===== src/rtl/fp_alu_result_fifo.sv =====
// fp_alu_result_fifo: first-word-fall-through buffer for floating-point ALU
// results and their overflow flags. It has valid/ready on both sides, and it
// keeps a sticky overflow flag and a saturating overflow event counter for
// status readback.
module fp_alu_result_fifo #(
    parameter int W     = 32,
    parameter int DEPTH = 4,
    parameter int AW    = 2,
    parameter int CW    = 8
) (
    input  logic          clk,
    input  logic          rst,
    input  logic          in_valid,
    output logic          in_ready,
    input  logic [W-1:0]  in_result,
    input  logic          in_overflow,
    output logic          out_valid,
    input  logic          out_ready,
    output logic [W-1:0]  out_result,
    output logic          out_overflow,
    output logic [AW:0]   count,
    output logic          sticky_overflow,
    input  logic          clear_sticky,
    output logic [CW-1:0] ovf_events
);

    localparam logic [AW:0]   FULL_COUNT = (AW + 1)'(DEPTH);
    localparam logic [CW-1:0] OVF_MAX    = {CW{1'b1}};

    // Each storage word is {overflow, result}.
    logic [W:0]    mem_r [DEPTH];
    logic [AW-1:0] wr_ptr_r;
    logic [AW-1:0] rd_ptr_r;
    logic [AW:0]   count_r;
    logic          sticky_r;
    logic [CW-1:0] ovf_cnt_r;

    logic          in_ready_s;
    logic          out_valid_s;
    logic          push_s;
    logic          pop_s;
    logic          ovf_push_s;
    logic [AW:0]   count_nxt_s;
    logic          sticky_nxt_s;
    logic [CW-1:0] ovf_cnt_nxt_s;

    // Full and empty come from the occupancy count. When the FIFO is full,
    // a push is refused even if a pop happens in the same cycle.
    assign in_ready_s  = (count_r != FULL_COUNT);
    assign out_valid_s = (count_r != {(AW + 1){1'b0}});
    assign push_s      = in_valid && in_ready_s && !rst;
    assign pop_s       = out_valid_s && out_ready && !rst;
    assign ovf_push_s  = push_s && in_overflow;

    // Handshake qualification and next-state values for occupancy and status.
    always_comb begin
        count_nxt_s   = count_r;
        sticky_nxt_s  = sticky_r;
        ovf_cnt_nxt_s = ovf_cnt_r;

        case ({push_s, pop_s})
            2'b10:   count_nxt_s = count_r + (AW + 1)'(1);
            2'b01:   count_nxt_s = count_r - (AW + 1)'(1);
            default: count_nxt_s = count_r;
        endcase

        // An overflow push in the same cycle as a clear takes priority.
        if (ovf_push_s) begin
            sticky_nxt_s = 1'b1;
        end else if (clear_sticky) begin
            sticky_nxt_s = 1'b0;
        end else begin
            sticky_nxt_s = sticky_r;
        end

        // A clear plus an overflow push gives 1. Otherwise the counter saturates.
        if (clear_sticky && ovf_push_s) begin
            ovf_cnt_nxt_s = CW'(1);
        end else if (clear_sticky) begin
            ovf_cnt_nxt_s = {CW{1'b0}};
        end else if (ovf_push_s && (ovf_cnt_r != OVF_MAX)) begin
            ovf_cnt_nxt_s = ovf_cnt_r + CW'(1);
        end else begin
            ovf_cnt_nxt_s = ovf_cnt_r;
        end
    end

    // Pointer, occupancy and status registers. These are cleared by synchronous reset.
    always_ff @(posedge clk) begin
        if (rst) begin
            wr_ptr_r  <= {AW{1'b0}};
            rd_ptr_r  <= {AW{1'b0}};
            count_r   <= {(AW + 1){1'b0}};
            sticky_r  <= 1'b0;
            ovf_cnt_r <= {CW{1'b0}};
        end else begin
            // The pointers wrap naturally because DEPTH is a power of two.
            if (push_s) begin
                wr_ptr_r <= wr_ptr_r + AW'(1);
            end
            if (pop_s) begin
                rd_ptr_r <= rd_ptr_r + AW'(1);
            end
            count_r   <= count_nxt_s;
            sticky_r  <= sticky_nxt_s;
            ovf_cnt_r <= ovf_cnt_nxt_s;
        end
    end

    // Entry storage. It is not reset because contents are only read while valid.
    always_ff @(posedge clk) begin
        if (push_s) begin
            mem_r[wr_ptr_r] <= {in_overflow, in_result};
        end
    end

    assign in_ready        = in_ready_s;
    assign out_valid       = out_valid_s;
    assign out_overflow    = mem_r[rd_ptr_r][W];
    assign out_result      = mem_r[rd_ptr_r][W-1:0];
    assign count           = count_r;
    assign sticky_overflow = sticky_r;
    assign ovf_events      = ovf_cnt_r;

endmodule


===== config.mk =====
export PLATFORM = sky130hd
export DESIGN_NAME = fp_alu_result_fifo
export DESIGN_NICKNAME = d
export VERILOG_FILES = /design/src/rtl/fp_alu_result_fifo.sv
export SDC_FILE = /design/constraint.sdc
export NUM_CORES = 1
export LEC_CHECK = 0
export ABC_AREA = 1
export CAP_MARGIN = 20
export CELL_PAD_IN_SITES_DETAIL_PLACEMENT = 1
export CELL_PAD_IN_SITES_GLOBAL_PLACEMENT = 1
export CORE_ASPECT_RATIO = 1.1
export CORE_MARGIN = 1.5
export CORE_UTILIZATION = 25
export DETAILED_ROUTE_END_ITERATION = 6
export HOLD_SLACK_MARGIN = 0.03
export PLACE_DENSITY = 0.53
export RECOVER_POWER = 25
export SYNTH_ARGS = -nofsm -noshare
export SYNTH_HDL_FRONTEND = slang
export SYNTH_SLANG_ARGS = --single-unit

===== constraint.sdc =====
create_clock -name clk -period 2.76 [get_ports clk]
set_input_delay 0.69 -clock clk [delete_from_list [all_inputs] [get_ports clk]]
set_output_delay 0.69 -clock clk [all_outputs]
set_load 0.05 [all_outputs]

==> metrics list, run 1 <==
- In this run the remaining antenna-violating nets after routing total 0.
* Clock edge transition at the registers on the reported setup and hold paths: 0.07 ns
- After routing the design area is 7710 sq um.
* DR vias: 3915
- Sequential Power Share: 0.469
* Router iterations before antenna repair: 6
- Of the post-synthesis cell area, the dominant cell type holds 0.675.
- The share of the Yosys chip area taken by registers is 0.737.
* Largest voltage drop on the vdd net: 0.000394 V
- The number of setup buffers added after CTS is 0.
- Multiplexer share of the synthesized area: 0
* Post-Synthesis Mean Instance Area: 12.8 sq um
- In the final layout, flip-flops and latches occupy 4330 sq um.
- I/O pin count: 85
* Die Footprint: 24400 sq um
- Sorting the synthesized cells by area gives the leading types as sky130_fd_sc_hd__edfxtp_1, sky130_fd_sc_hd__dfxtp_1, sky130_fd_sc_hd__o21ai_0.
- For this design the total switching power over the nets is 1.44 mW.
* Required arrival time at the worst endpoint: 2.07 ns
- Total clock sinks: 150
- For the pin with the worst max-slew slack, the measured transition is 0.519 ns.
- After detailed routing, the average wire length per cell comes to 17.0 microns.
- Once the clock tree was built, the resizer swapped 0 gates to a different size.
- During synthesis, Yosys emitted a total of 0 warnings.
- Summed over all instances, the cell type with the most area after synthesis is sky130_fd_sc_hd__edfxtp_1.
* Total routed wirelength: 14.8 mm
- Port Buf Inserts: 84
- By startpoint and endpoint, the worst setup path is classified as reg -> out.
- DRC violations left: 0
* Number of vias per cell: 4.48
- Netlist Area Pre-Place: 5870 sq um
- The tree is rooted in a sky130_fd_sc_hd__clkbuf_16.
- Die Y-Extent: 164 microns
- Peak fanout along the critical path: 48
- Dpl cell area: 7130 sq um
* Max Transition Viols Final: 0
- STA classifies the critical path startpoint as a register.
- After the last flow step, the layout net total stands at 603.
- The number of nets in the synthesized netlist is 505.
- The share of total power dissipated in combinational logic is 0.119.
- Across every metal layer, demand over resource in global routing totals 0.129.
* Max-slew headroom at the worst pin: 0.653
- Number of buffers inserted by hold repair at cts: 0
- Of the cells placed in the final design, the portion with a size suffix greater than 1 is 0.175.
- Post-route clock skew: 0.00917 ns
- Violation count after the first detailed-routing iteration: 113
- Starting Density: 0.256
- Row generation in the floorplan step produced 58 rows.
- Number of instances in the synthesized netlist: 460
- The layout has 2521 filler cells.
- Number of different library cells in the post-synthesis netlist: 26
- Die width: 149 microns
- The number of antenna violations at the first check in global routing was 2.
* Total of flip-flops plus latches after synthesis: 150
- Post-Synth XOR/XNOR Area: 0.00448
- Clock tree from TritonCTS: built
* Class of the most critical hold timing path: reg -> reg
* Setup repair after global routing missed its margin: no
- Tmin final: 2.59 ns
* Final Hold Vio Count: 0
* Via count of the first global-routing pass: 4278
* Largest net degree at the start of global routing: 67
- Total power of the final layout: 5.44 mW
* Total of endpoints with negative setup slack in the final report: 0
- First-pass GRT wire length: 23.4 mm
- The worst setup path is captured at an output pin.
* Pwr dens: 705 nW/um^2
- Detailed Place HPWL: 9.32 mm
* H-Tree Depth: 4
- The total area inside the core boundary comes to 22900 sq um.
* Arrival time at the worst endpoint: 1.90 ns
- Insertion delay of the later-clocked pin in the worst-skew pair: 0.42 ns
- The internal power of the cells totals 3.99 mW.
- Synth Area in Compound Gates: 0.116
- Achievable clock frequency: 386 MHz
- In the finished design, the share of the clock period the worst path needs comes to 0.939.
* CTS Buffer Depth: 2
- Post-Synth Adder-Cell Area: 0.0162
* Switching fraction of total power: 0.265
- GPL Wtd Cong: 0.736
- The number of clock buffers added by TritonCTS is 17.
- The flow ran to the end, and the final reports show no timing, DRC or antenna violations.
- Combinational family with the most area after synthesis: compound AO/OA/AOI/OAI gates
- Area grow syn2layout: 31.4%
- Footprint of the multi-input gates: 1370 sq um
* Fraction of the mapped netlist area in simple logic gates: 0.0908
- Max_cap viols: 0
- The total overflow left after global routing is 0.
* LEAKAGE: 2.65 nW
- Power share of the clock group: 0.412
[metal layers]
layer,wire length (microns),track usage,vias to the layer above
li1,-,-,1859
met1,6260,0.153,1960
met2,7590,0.221,81
met3,845,0.0458,15
met4,153,0.0342,0
met5,0,0,-
[cells in the mapped netlist]
master	instances
sky130_fd_sc_hd__edfxtp_1	132
sky130_fd_sc_hd__nor2_1	77
sky130_fd_sc_hd__o21ai_0	70
sky130_fd_sc_hd__nand2_1	35
sky130_fd_sc_hd__o22ai_1	34
sky130_fd_sc_hd__inv_1	25
sky130_fd_sc_hd__dfxtp_1	18
sky130_fd_sc_hd__a21oi_1	13
sky130_fd_sc_hd__clkbuf_1	11
sky130_fd_sc_hd__buf_2	10
sky130_fd_sc_hd__nand3_1	7
sky130_fd_sc_hd__ha_1	6
sky130_fd_sc_hd__a21oi_2	3
sky130_fd_sc_hd__nand4_1	3
sky130_fd_sc_hd__xor2_1	3
sky130_fd_sc_hd__inv_4	2
sky130_fd_sc_hd__o21ai_1	2
sky130_fd_sc_hd__a21oi_4	1
sky130_fd_sc_hd__buf_6	1
sky130_fd_sc_hd__fa_1	1
sky130_fd_sc_hd__nand2_2	1
sky130_fd_sc_hd__nand2_4	1
sky130_fd_sc_hd__nand3_4	1
sky130_fd_sc_hd__nor2_2	1
sky130_fd_sc_hd__nor2_4	1
sky130_fd_sc_hd__or2_2	1
[cells by family (layout without fill, tap and decap cells)]
| kind of cell | after synthesis | count (layout) |
|---|---|---|
| compound gates | 123 | 123 |
| xor+xnor | 3 | 3 |
| fa+ha+maj | 7 | 7 |
| buf+inv | 49 | 160 |
| flops | 150 | 150 |
| other cells | 0 | 3 |
| simple gates | 128 | 128 |
[power groups by stage]
stage               Combinational, mW  Clock, mW  Sequential, mW
floorplan                       0.364          0            2.62
global placement                0.652          0            2.60
detailed placement              0.664          0            2.60
CTS                             0.667       2.30            2.55
global route                    0.693       2.40            2.56
finish                          0.645       2.24            2.55
[layout by cell type, fill, tap and decap left out, types with 17 or more instances in the layout]
master / count
sky130_fd_sc_hd__o22ai_1: 34
sky130_fd_sc_hd__o21ai_0: 70
sky130_fd_sc_hd__buf_4: 44
sky130_fd_sc_hd__inv_1: 24
sky130_fd_sc_hd__dlygate4sd3_1: 21
sky130_fd_sc_hd__nor2_1: 73
sky130_fd_sc_hd__clkbuf_16: 17
sky130_fd_sc_hd__clkdlybuf4s50_1: 30
sky130_fd_sc_hd__dfxtp_1: 17
sky130_fd_sc_hd__edfxtp_1: 132
sky130_fd_sc_hd__nand2_1: 35
[worst max-delay path: stages, from the launching register on]
cell and delay (ns):
sky130_fd_sc_hd__dfxtp_2 0.36, sky130_fd_sc_hd__clkinv_2 0.25, sky130_fd_sc_hd__buf_12 0.28, sky130_fd_sc_hd__o21ai_0 0.23, sky130_fd_sc_hd__o22ai_1 0.12, sky130_fd_sc_hd__buf_4 0.20
[flip-flops by register name (all words and copies together) (netlist names), named ones only]
name	count
rd_ptr_r	2
ovf_events	8
sticky_overflow	1
mem_r	132
wr_ptr_r	2
count	3
[area by class of cell]
| cell class | count | share of cell area |
|---|---|---|
| clock inverters | 15 | 0.0190 |
| multi-input cells | 261 | 0.177 |
| repair buffers | 101 | 0.125 |
| clock buffers | 17 | 0.0552 |
| well taps | 300 | 0.0487 |
| inverters | 27 | 0.0139 |
| flip-flops and latches | 150 | 0.561 |
| diodes | 3 | 0.000973 |
[per-stage QoR]
step	worst slack [ns]	util	hold WS [ns]	TNS, ns	cells
global placement	0.114	0.311	0.457	0	839
finish	0.169	0.336	0.481	0	874
global route	0.00655	0.336	0.507	0	872
detailed placement	0.0876	0.311	0.467	0	839
floorplan	-0.508	-	0.433	-67.08	460
CTS	0.0779	0.336	0.484	0	871
[path summary, 6_finish.rpt]
check / startpoint / endpoint / slack, ns / depth (start not counted)
worst min-delay path: rd_ptr_r[1] / rd_ptr_r[1] / 0.48 / 2
worst max-delay path: register / out_result[2] / 0.17 / 5
worst min register to register: rd_ptr_r[1] / rd_ptr_r[1] / 0.48 / 2
worst max register to register: count[2] / count[2] / 0.74 / 11
Power figures use the tool's default switching activity.
==> run 2, diff against run 1 <==
--- a/config.mk
+++ b/config.mk
@@ -5,16 +5,16 @@
 export SDC_FILE = /design/constraint.sdc
 export NUM_CORES = 1
 export LEC_CHECK = 0
-export ABC_AREA = 1
 export CAP_MARGIN = 20
 export CELL_PAD_IN_SITES_DETAIL_PLACEMENT = 1
 export CELL_PAD_IN_SITES_GLOBAL_PLACEMENT = 1
-export CORE_ASPECT_RATIO = 1.1
+export CORE_ASPECT_RATIO = 0.7
 export CORE_MARGIN = 1.5
 export CORE_UTILIZATION = 25
 export DETAILED_ROUTE_END_ITERATION = 6
+export GPL_TIMING_DRIVEN = 0
 export HOLD_SLACK_MARGIN = 0.03
-export PLACE_DENSITY = 0.53
+export PLACE_DENSITY = 0.51
 export RECOVER_POWER = 25
 export SYNTH_ARGS = -nofsm -noshare
 export SYNTH_HDL_FRONTEND = slang
==> metrics list, run 2 <==
- Outcome: finished, final reports clean (unchanged)
- The total nets after synthesis was 323 (was 505).
- The highest net fanout along the worst path came to 10 (was 48).
* Yosys warns: 0 (unchanged)
- The worst-case setup margin in the final layout came to 0.0957 ns (was 0.169 ns).
* Largest net degree at the start of global routing: 21 (was 67)
- Antenna violations before repair: 0 (was 2)
* Die Y-Extent: 129 microns (was 164 microns)
- The number of enable-type register cells in the synthesized netlist was 132 (unchanged).
- The count of pins over their slew limit is 0 (unchanged).
- The longest individual stage delay on the worst path is 0.56 ns (was 0.36 ns).
* Violation count after the first detailed-routing iteration: 131 (was 113)
- The count of placed standard cells in the final layout, fillers left out came to 700 (was 874).
- The total clock buffers created by CTS was 17 (unchanged).
- Share of layout cells above drive strength 1: 0.289 (was 0.175)
* Die width: 183 microns (was 149 microns)
- DR vias: 2935 (was 3915)
- Most frequent cells after synthesis: sky130_fd_sc_hd__edfxtp_1, sky130_fd_sc_hd__mux4_2, sky130_fd_sc_hd__dfxtp_1 (was sky130_fd_sc_hd__edfxtp_1, sky130_fd_sc_hd__nor2_1, sky130_fd_sc_hd__o21ai_0)
- The flip-flop and latch count after synthesis was 150 (unchanged).
- Crit Path Class: reg -> out (unchanged)
- Final Hold Vio Count: 0 (unchanged)
- Number of buffer and inverter stages on the critical path: 2 (was 3)
- Max_cap viols: 0 (unchanged)
- Core Box Area: 22000 sq um (was 22900 sq um)
- Dominant cells by area after synthesis: sky130_fd_sc_hd__edfxtp_1, sky130_fd_sc_hd__mux4_2, sky130_fd_sc_hd__dfxtp_1 (was sky130_fd_sc_hd__edfxtp_1, sky130_fd_sc_hd__dfxtp_1, sky130_fd_sc_hd__o21ai_0)
- The wire length of the first global-routing pass was 19.3 mm (was 23.4 mm).
* Tmin final: 2.66 ns (was 2.59 ns)
- Setup repair after global routing missed its margin: no (unchanged).
- Detailed Place HPWL: 8.20 mm (was 9.32 mm)
- Total routed wirelength: 12.5 mm (was 14.8 mm)
- The clock insertion delay at the later pin of the skew report was 0.41 ns (was 0.42 ns).
- The cell area after placement is 7010 sq um (was 7130 sq um).
- CTS Buffer Depth: 2 (unchanged)
- Router iterations before antenna repair: 6 (unchanged)
- The startpoint class of the critical path is a register (unchanged).
* Non-Filler Cell Area, Final: 7620 sq um (was 7710 sq um)
- The mean routed wirelength per cell was 17.9 microns (was 17.0 microns).
- Arrival time at the worst endpoint: 1.97 ns (was 1.90 ns)
- Clock tree from TritonCTS: built (unchanged)
- H-Tree Depth: 4 (unchanged)
* Ordered cell list for the critical path: buf_6 > mux4_2 > clkdlybuf4s15_2 (was clkinv_2 > buf_12 > o21ai_0 > o22ai_1 > buf_4)
- Critical path capture point type: output pin (unchanged)
- The clock slew seen by the registers of the worst setup and hold paths was 0.06 ns (was 0.07 ns).
- The number of unique standard cell types used by synthesis came to 38 (was 26).
- The final routed DRC violation total came to 0 (unchanged).
- The sequential-to-total area share from yosys stat was 0.761 (was 0.737).
* Root cell of the clock tree: sky130_fd_sc_hd__clkbuf_16 (unchanged)
- The boundary pin count was 85 (unchanged).
- The kind of cell with the highest combined delay on the critical path is buffers and inverters (unchanged).
- The number of nets still failing antenna checks after routing is 0 (unchanged).
* Most common library cell in the layout ignoring fill and taps: sky130_fd_sc_hd__edfxtp_1 (unchanged)
* Crit share post-route: 0.965 (was 0.939)
- The largest register by flop count is mem_r (unchanged).
- The synthesized area per cell came to 20.4 sq um (was 12.8 sq um).
- The overall global routing resource usage came to 0.113 (was 0.129).
- The slew at the pin closest to its max-slew limit was 0.550 ns (was 0.519 ns).
- The cell type with the highest aggregate area in the netlist is sky130_fd_sc_hd__edfxtp_1 (unchanged).
* Die Footprint: 23700 sq um (was 24400 sq um)
* Remaining global-route overflow: 0 (unchanged)
- Total power of the final layout: 5.56 mW (was 5.44 mW)
- Main flop type after synthesis: sky130_fd_sc_hd__edfxtp_1 (unchanged)
- The number of flip-flops under the largest register name was 132 (unchanged).
* Achievable clock frequency: 375 MHz (was 386 MHz)
- Max-slew headroom at the worst pin: 0.633 (was 0.653)
- The number of standard cells after synthesis was 278 (was 460).
- Fraction of synthesized cell area taken by the top area cell type: 0.697 (was 0.675)
* Diodes inserted: 0 (was 3)
* Total number of placement rows: 45 (was 58)
- Total of endpoints with negative setup slack in the final report: 0 (unchanged)
- The maximum ir drop on the vdd rail came to 0.000429 V (was 0.000394 V).
- Slowest cell on the critical path: sky130_fd_sc_hd__mux4_2 (was sky130_fd_sc_hd__dfxtp_2)
- The fraction of synthesis flops using an asynchronous set or reset pin was 0 (unchanged).
- The initial cell density of the core came to 0.258 (was 0.256).
- The clock net sink count was 150 (unchanged).
* Post-route clock skew: 0.00925 ns (was 0.00917 ns)
* Worst-case setup slack after placement: -0.408 ns (was 0.0876 ns)
- Number of buffers inserted by hold repair at cts: 0 (unchanged)
* Area grow syn2layout: 34.1% (was 31.4%)
* Cell total after placement: 671 (was 839)
* Netlist Area Pre-Place: 5680 sq um (was 5870 sq um)
- The cell area power density is 730 nW/um^2 (was 705 nW/um^2).
* LEAKAGE: 2.44 nW (was 2.65 nW)
* Cell with the most instances after synthesis: sky130_fd_sc_hd__edfxtp_1 (unchanged)
- Most frequent cells in the layout: sky130_fd_sc_hd__edfxtp_1, sky130_fd_sc_hd__mux4_2, sky130_fd_sc_hd__clkdlybuf4s50_1, sky130_fd_sc_hd__clkbuf_16, sky130_fd_sc_hd__dlygate4sd3_1 (was sky130_fd_sc_hd__edfxtp_1, sky130_fd_sc_hd__nor2_1, sky130_fd_sc_hd__o21ai_0, sky130_fd_sc_hd__buf_4, sky130_fd_sc_hd__nand2_1).
* Total negative setup slack: 0 ns (unchanged)
- Required arrival time at the worst endpoint: 2.07 ns (about the same)
* Port Buf Inserts: 84 (unchanged)
* GPL Wtd Cong: 0.752 (was 0.736)
* Class of the most critical hold timing path: reg -> reg (unchanged)
* Net count of the finished layout: 427 (was 603)
- Number of vias per cell: 4.19 (was 4.48)
- The number of global-route vias before repair is 3282 (was 4278).
run 2: cell types whose count changed after synthesis, moves of 19 or more:
cell	before	now
sky130_fd_sc_hd__inv_1	25	6
sky130_fd_sc_hd__mux4_2	0	33
sky130_fd_sc_hd__o22ai_1	34	0
sky130_fd_sc_hd__nor2_1	77	9
sky130_fd_sc_hd__o21ai_0	70	1
sky130_fd_sc_hd__nand2_1	35	5
run 2: kinds of logic (layout without fill, tap and decap cells):
kind of cell    Yosys count  in the layout  share of synthesized area
compound gates           18             18                     0.0200
xor+xnor                  5              5                    0.00771
fa+ha+maj                 7              7                     0.0167
buf+inv                  20            137                     0.0167
flops                   150            150                      0.761
mux                      34             34                      0.133
simple gates             44             44                     0.0454
run 2: final timing paths:
check                       start               to  slack, ns  cells past startpoint
setup reg to reg         count[0]         count[2]       0.28                      9
hold reg to reg   sticky_overflow  sticky_overflow       0.45                      2
setup / recovery         register   out_result[11]        0.1                      3
hold / removal    sticky_overflow  sticky_overflow       0.45                      2
run 2: cell type report:
type,count,area (sq um)
Buffer,10,80.1
Clock inverter,4,22.5
Tap cell,305,382
Multi-Input combinational cell,108,1270
Inverter,7,26.3
Sequential cell,150,4330
Fill cell,2188,14400
Clock buffer,28,604
Timing Repair Buffer,88,907
run 2: what timing repair did:
item                                    CTS  global route
endpoints found under the setup margin   33            11
gates resized for setup                  87            20
setup buffers                             0             0
run 2: stage by stage:
step	util	hold WS [ns]
after CTS	0.348	0.452
final	0.346	0.447
after detailed placement	0.318	0.443
after global placement	0.314	0.434
after floorplan	-	0.490
after global routing	0.346	0.461
run 2: worst reg2reg max path: stages, from the launching register on:
cell and delay (ns):
sky130_fd_sc_hd__dfxtp_1 0.36, sky130_fd_sc_hd__or3b_4 0.44, sky130_fd_sc_hd__and3b_1 0.29, sky130_fd_sc_hd__inv_2 0.08, sky130_fd_sc_hd__ha_1 0.18, sky130_fd_sc_hd__inv_1 0.07
sky130_fd_sc_hd__fa_1 0.38, sky130_fd_sc_hd__xor2_1 0.16, sky130_fd_sc_hd__or3_1 0.31, sky130_fd_sc_hd__a21oi_1 0.14
run 2: where the power goes:
part	switching (mW)	internal [mW]	leakage [nW]
Clock	0.875	1.50	0.307
Combinational	0.391	0.232	0.789
Sequential	0.0291	2.54	1.35
run 2: per-layer routing:
layer	GRT usage	share of wire	wire [microns]	vias to the layer above
met5	0	0	0	-
met4	0.0304	0.0066	83	0
met3	0.0393	0.043	534	9
met2	0.179	0.47	5900	65
met1	0.148	0.48	6000	1525
li1	-	-	-	1336
==> run 3, diff against run 2 <==
--- a/config.mk
+++ b/config.mk
@@ -12,7 +12,6 @@
 export CORE_MARGIN = 1.5
 export CORE_UTILIZATION = 25
 export DETAILED_ROUTE_END_ITERATION = 6
-export GPL_TIMING_DRIVEN = 0
 export HOLD_SLACK_MARGIN = 0.03
 export PLACE_DENSITY = 0.51
 export RECOVER_POWER = 25
==> metrics list, run 3 (synthesis results as in run 2) <==
- Outcome: finished, final reports clean (unchanged).
- Most frequent cells in the layout: sky130_fd_sc_hd__edfxtp_1, sky130_fd_sc_hd__buf_4, sky130_fd_sc_hd__mux4_2, sky130_fd_sc_hd__clkdlybuf4s50_1, sky130_fd_sc_hd__dlygate4sd3_1 (was sky130_fd_sc_hd__edfxtp_1, sky130_fd_sc_hd__mux4_2, sky130_fd_sc_hd__clkdlybuf4s50_1, sky130_fd_sc_hd__clkbuf_16, sky130_fd_sc_hd__dlygate4sd3_1).
- Die Footprint: 23700 sq um (unchanged)
* Total power of the final layout: 5.48 mW (was 5.56 mW)
- The final wirelength is 12.5 mm (about the same).
- Post-route clock skew: 0.00835 ns (was 0.00925 ns)
* Final Hold Vio Count: 0 (unchanged)
- The number of global-route vias before repair came to 3280 (was 3282).
* Footprint of the multi-input gates: 1270 sq um (unchanged)
- The slew at the pin closest to its max-slew limit came to 0.726 ns (was 0.550 ns).
- Crit share post-route: 0.953 (was 0.965)
* Net count of the finished layout: 430 (was 427)
- Max_cap viols: 0 (unchanged)
- The wire length of the first global-routing pass is 19.1 mm (was 19.3 mm).
* Total clock sinks: 150 (unchanged)
- The mean routed wirelength per cell is 17.7 microns (was 17.9 microns).
- The count of placed standard cells in the final layout, fillers left out is 704 (was 700).
- The critical path class was reg -> out (unchanged).
- The final routed DRC violation total came to 0 (unchanged).
- I/O pin count: 85 (unchanged)
- The final critical delay including setup and external delays is 2.63 ns (was 2.66 ns).
* Number of buffers created by CTS: 17 (unchanged)
- The worst relative slew slack was 0.514 (was 0.633).
- Number of buffers inserted by hold repair at cts: 0 (unchanged)
- The cell total after placement is 671 (unchanged).
- Register ranked first by flip-flop count: mem_r (unchanged)
- Peak fanout along the critical path: 5 (was 10)
- The startpoint class of the critical path was a register (unchanged).
- The worst-case setup margin in the final layout was 0.129 ns (was 0.0957 ns).
- Total negative setup slack: 0 ns (unchanged)
* Required arrival time at the worst endpoint: 2.07 ns (about the same)
* DR vias: 2987 (was 2935)
- Achievable clock frequency: 380 MHz (was 375 MHz)
* Most common library cell in the layout ignoring fill and taps: sky130_fd_sc_hd__edfxtp_1 (unchanged)
- The die span in y is 129 microns (unchanged).
- Area grow syn2layout: 32.7% (was 34.1%)
- The number of nets still failing antenna checks after routing came to 0 (unchanged).
- Pwr dens: 727 nW/um^2 (was 730 nW/um^2)
- The cell area after placement is 6950 sq um (was 7010 sq um).
* CTS-repair resized insts: 0 (was 87)
- The post-route cell area was 7540 sq um (was 7620 sq um).
- The floorplan core area came to 22000 sq um (unchanged).
- The maximum ir drop on the vdd rail was 0.000403 V (was 0.000429 V).
* Number of vias per cell: 4.24 (was 4.19)
* Final worst hold slack: 0.473 ns (was 0.447 ns)
- The TritonCTS clock tree was built (unchanged).
- The die span in x came to 183 microns (unchanged).
- Setup repair after global routing missed its margin: no (unchanged).
* Class of the most critical hold timing path: reg -> reg (unchanged)
- Number of fill cells in the layout: 2235 (was 2188)
* All-Layer GR Usage: 0.115 (was 0.113)
- The number of flip-flops under the largest register name was 132 (unchanged).
- The maximum number of pins on one net before global-route repair is 22 (was 21).
* Root cell of the clock tree: sky130_fd_sc_hd__clkbuf_16 (unchanged)
* LEAKAGE: 2.44 nW (about the same)
* Port Buf Inserts: 84 (unchanged)
- The final core utilization is 0.342 (was 0.346).
- Starting Density: 0.258 (unchanged)
- CTS Buffer Depth: 2 (unchanged)
- The final setup violation count is 0 (unchanged).
- The signal arrival time at the worst endpoint was 1.94 ns (was 1.97 ns).
- Share of layout cells above drive strength 1: 0.317 (was 0.289)
* Max Transition Viols Final: 0 (unchanged)
- Clock edge transition at the registers on the reported setup and hold paths: 0.07 ns (was 0.06 ns)
* Router iterations before antenna repair: 4 (was 6)
* Post-CTS repair timing setup buffer count: 0 (unchanged)
- The cell row count is 45 (unchanged).
- Insertion delay of the later-clocked pin in the worst-skew pair: 0.43 ns (was 0.41 ns)
- The level count of the clock H-tree was 4 (unchanged).
- Remaining global-route overflow: 0 (unchanged)
- The post-placement setup slack came to 0.0101 ns (was -0.408 ns).
- Critical path capture point type: output pin (unchanged)
- Antenna violations before repair: 1 (was 0)
- The placer congestion estimate is 0.730 (was 0.752).
- The sequential cell area in the final layout is 4330 sq um (about the same).
- The iteration-0 DRC count of the detailed router came to 149 (was 131).
- The HPWL reported at the end of detailed placement came to 7.86 mm (was 8.20 mm).
run 3: report_power, final:
part           internal, mW  switching [mW]  leakage [nW]
clock                  1.28            1.00         0.286
sequential             2.54          0.0242          1.35
combinational         0.243           0.397         0.813
total                  4.06            1.42          2.44
run 3: area by class of cell:
class,instances,area share
flip-flops and latches,150,0.574
multi-input cells,108,0.168
repair buffers,101,0.126
clock buffers,17,0.0564
well taps,305,0.0506
clock inverters,15,0.0211
inverters,7,0.00348
diodes,1,0.000332
run 3: worst max-delay path, cell delays in order (launching register included):
cell,delay [ns]
sky130_fd_sc_hd__dfxtp_1,0.36
sky130_fd_sc_hd__or3b_4,0.44
sky130_fd_sc_hd__clkdlybuf4s50_1,0.71
run 3: final timing paths:
path | start | depth (start not counted) | to | slack [ns]
worst max-delay path | count[0] | 2 | in_ready | 0.13
worst min-delay path | sticky_overflow | 2 | sticky_overflow | 0.47
worst max register to register | count[0] | 9 | count[2] | 0.46
worst min register to register | sticky_overflow | 2 | sticky_overflow | 0.47
run 3: metal layers:
| metal | global-route usage | routed length, microns |
|---|---|---|
| met1 | 0.152 | 6100 |
| met2 | 0.172 | 5630 |
| met3 | 0.0393 | 523 |
| met5 | 0 | 0 |
| met4 | 0.0463 | 192 |
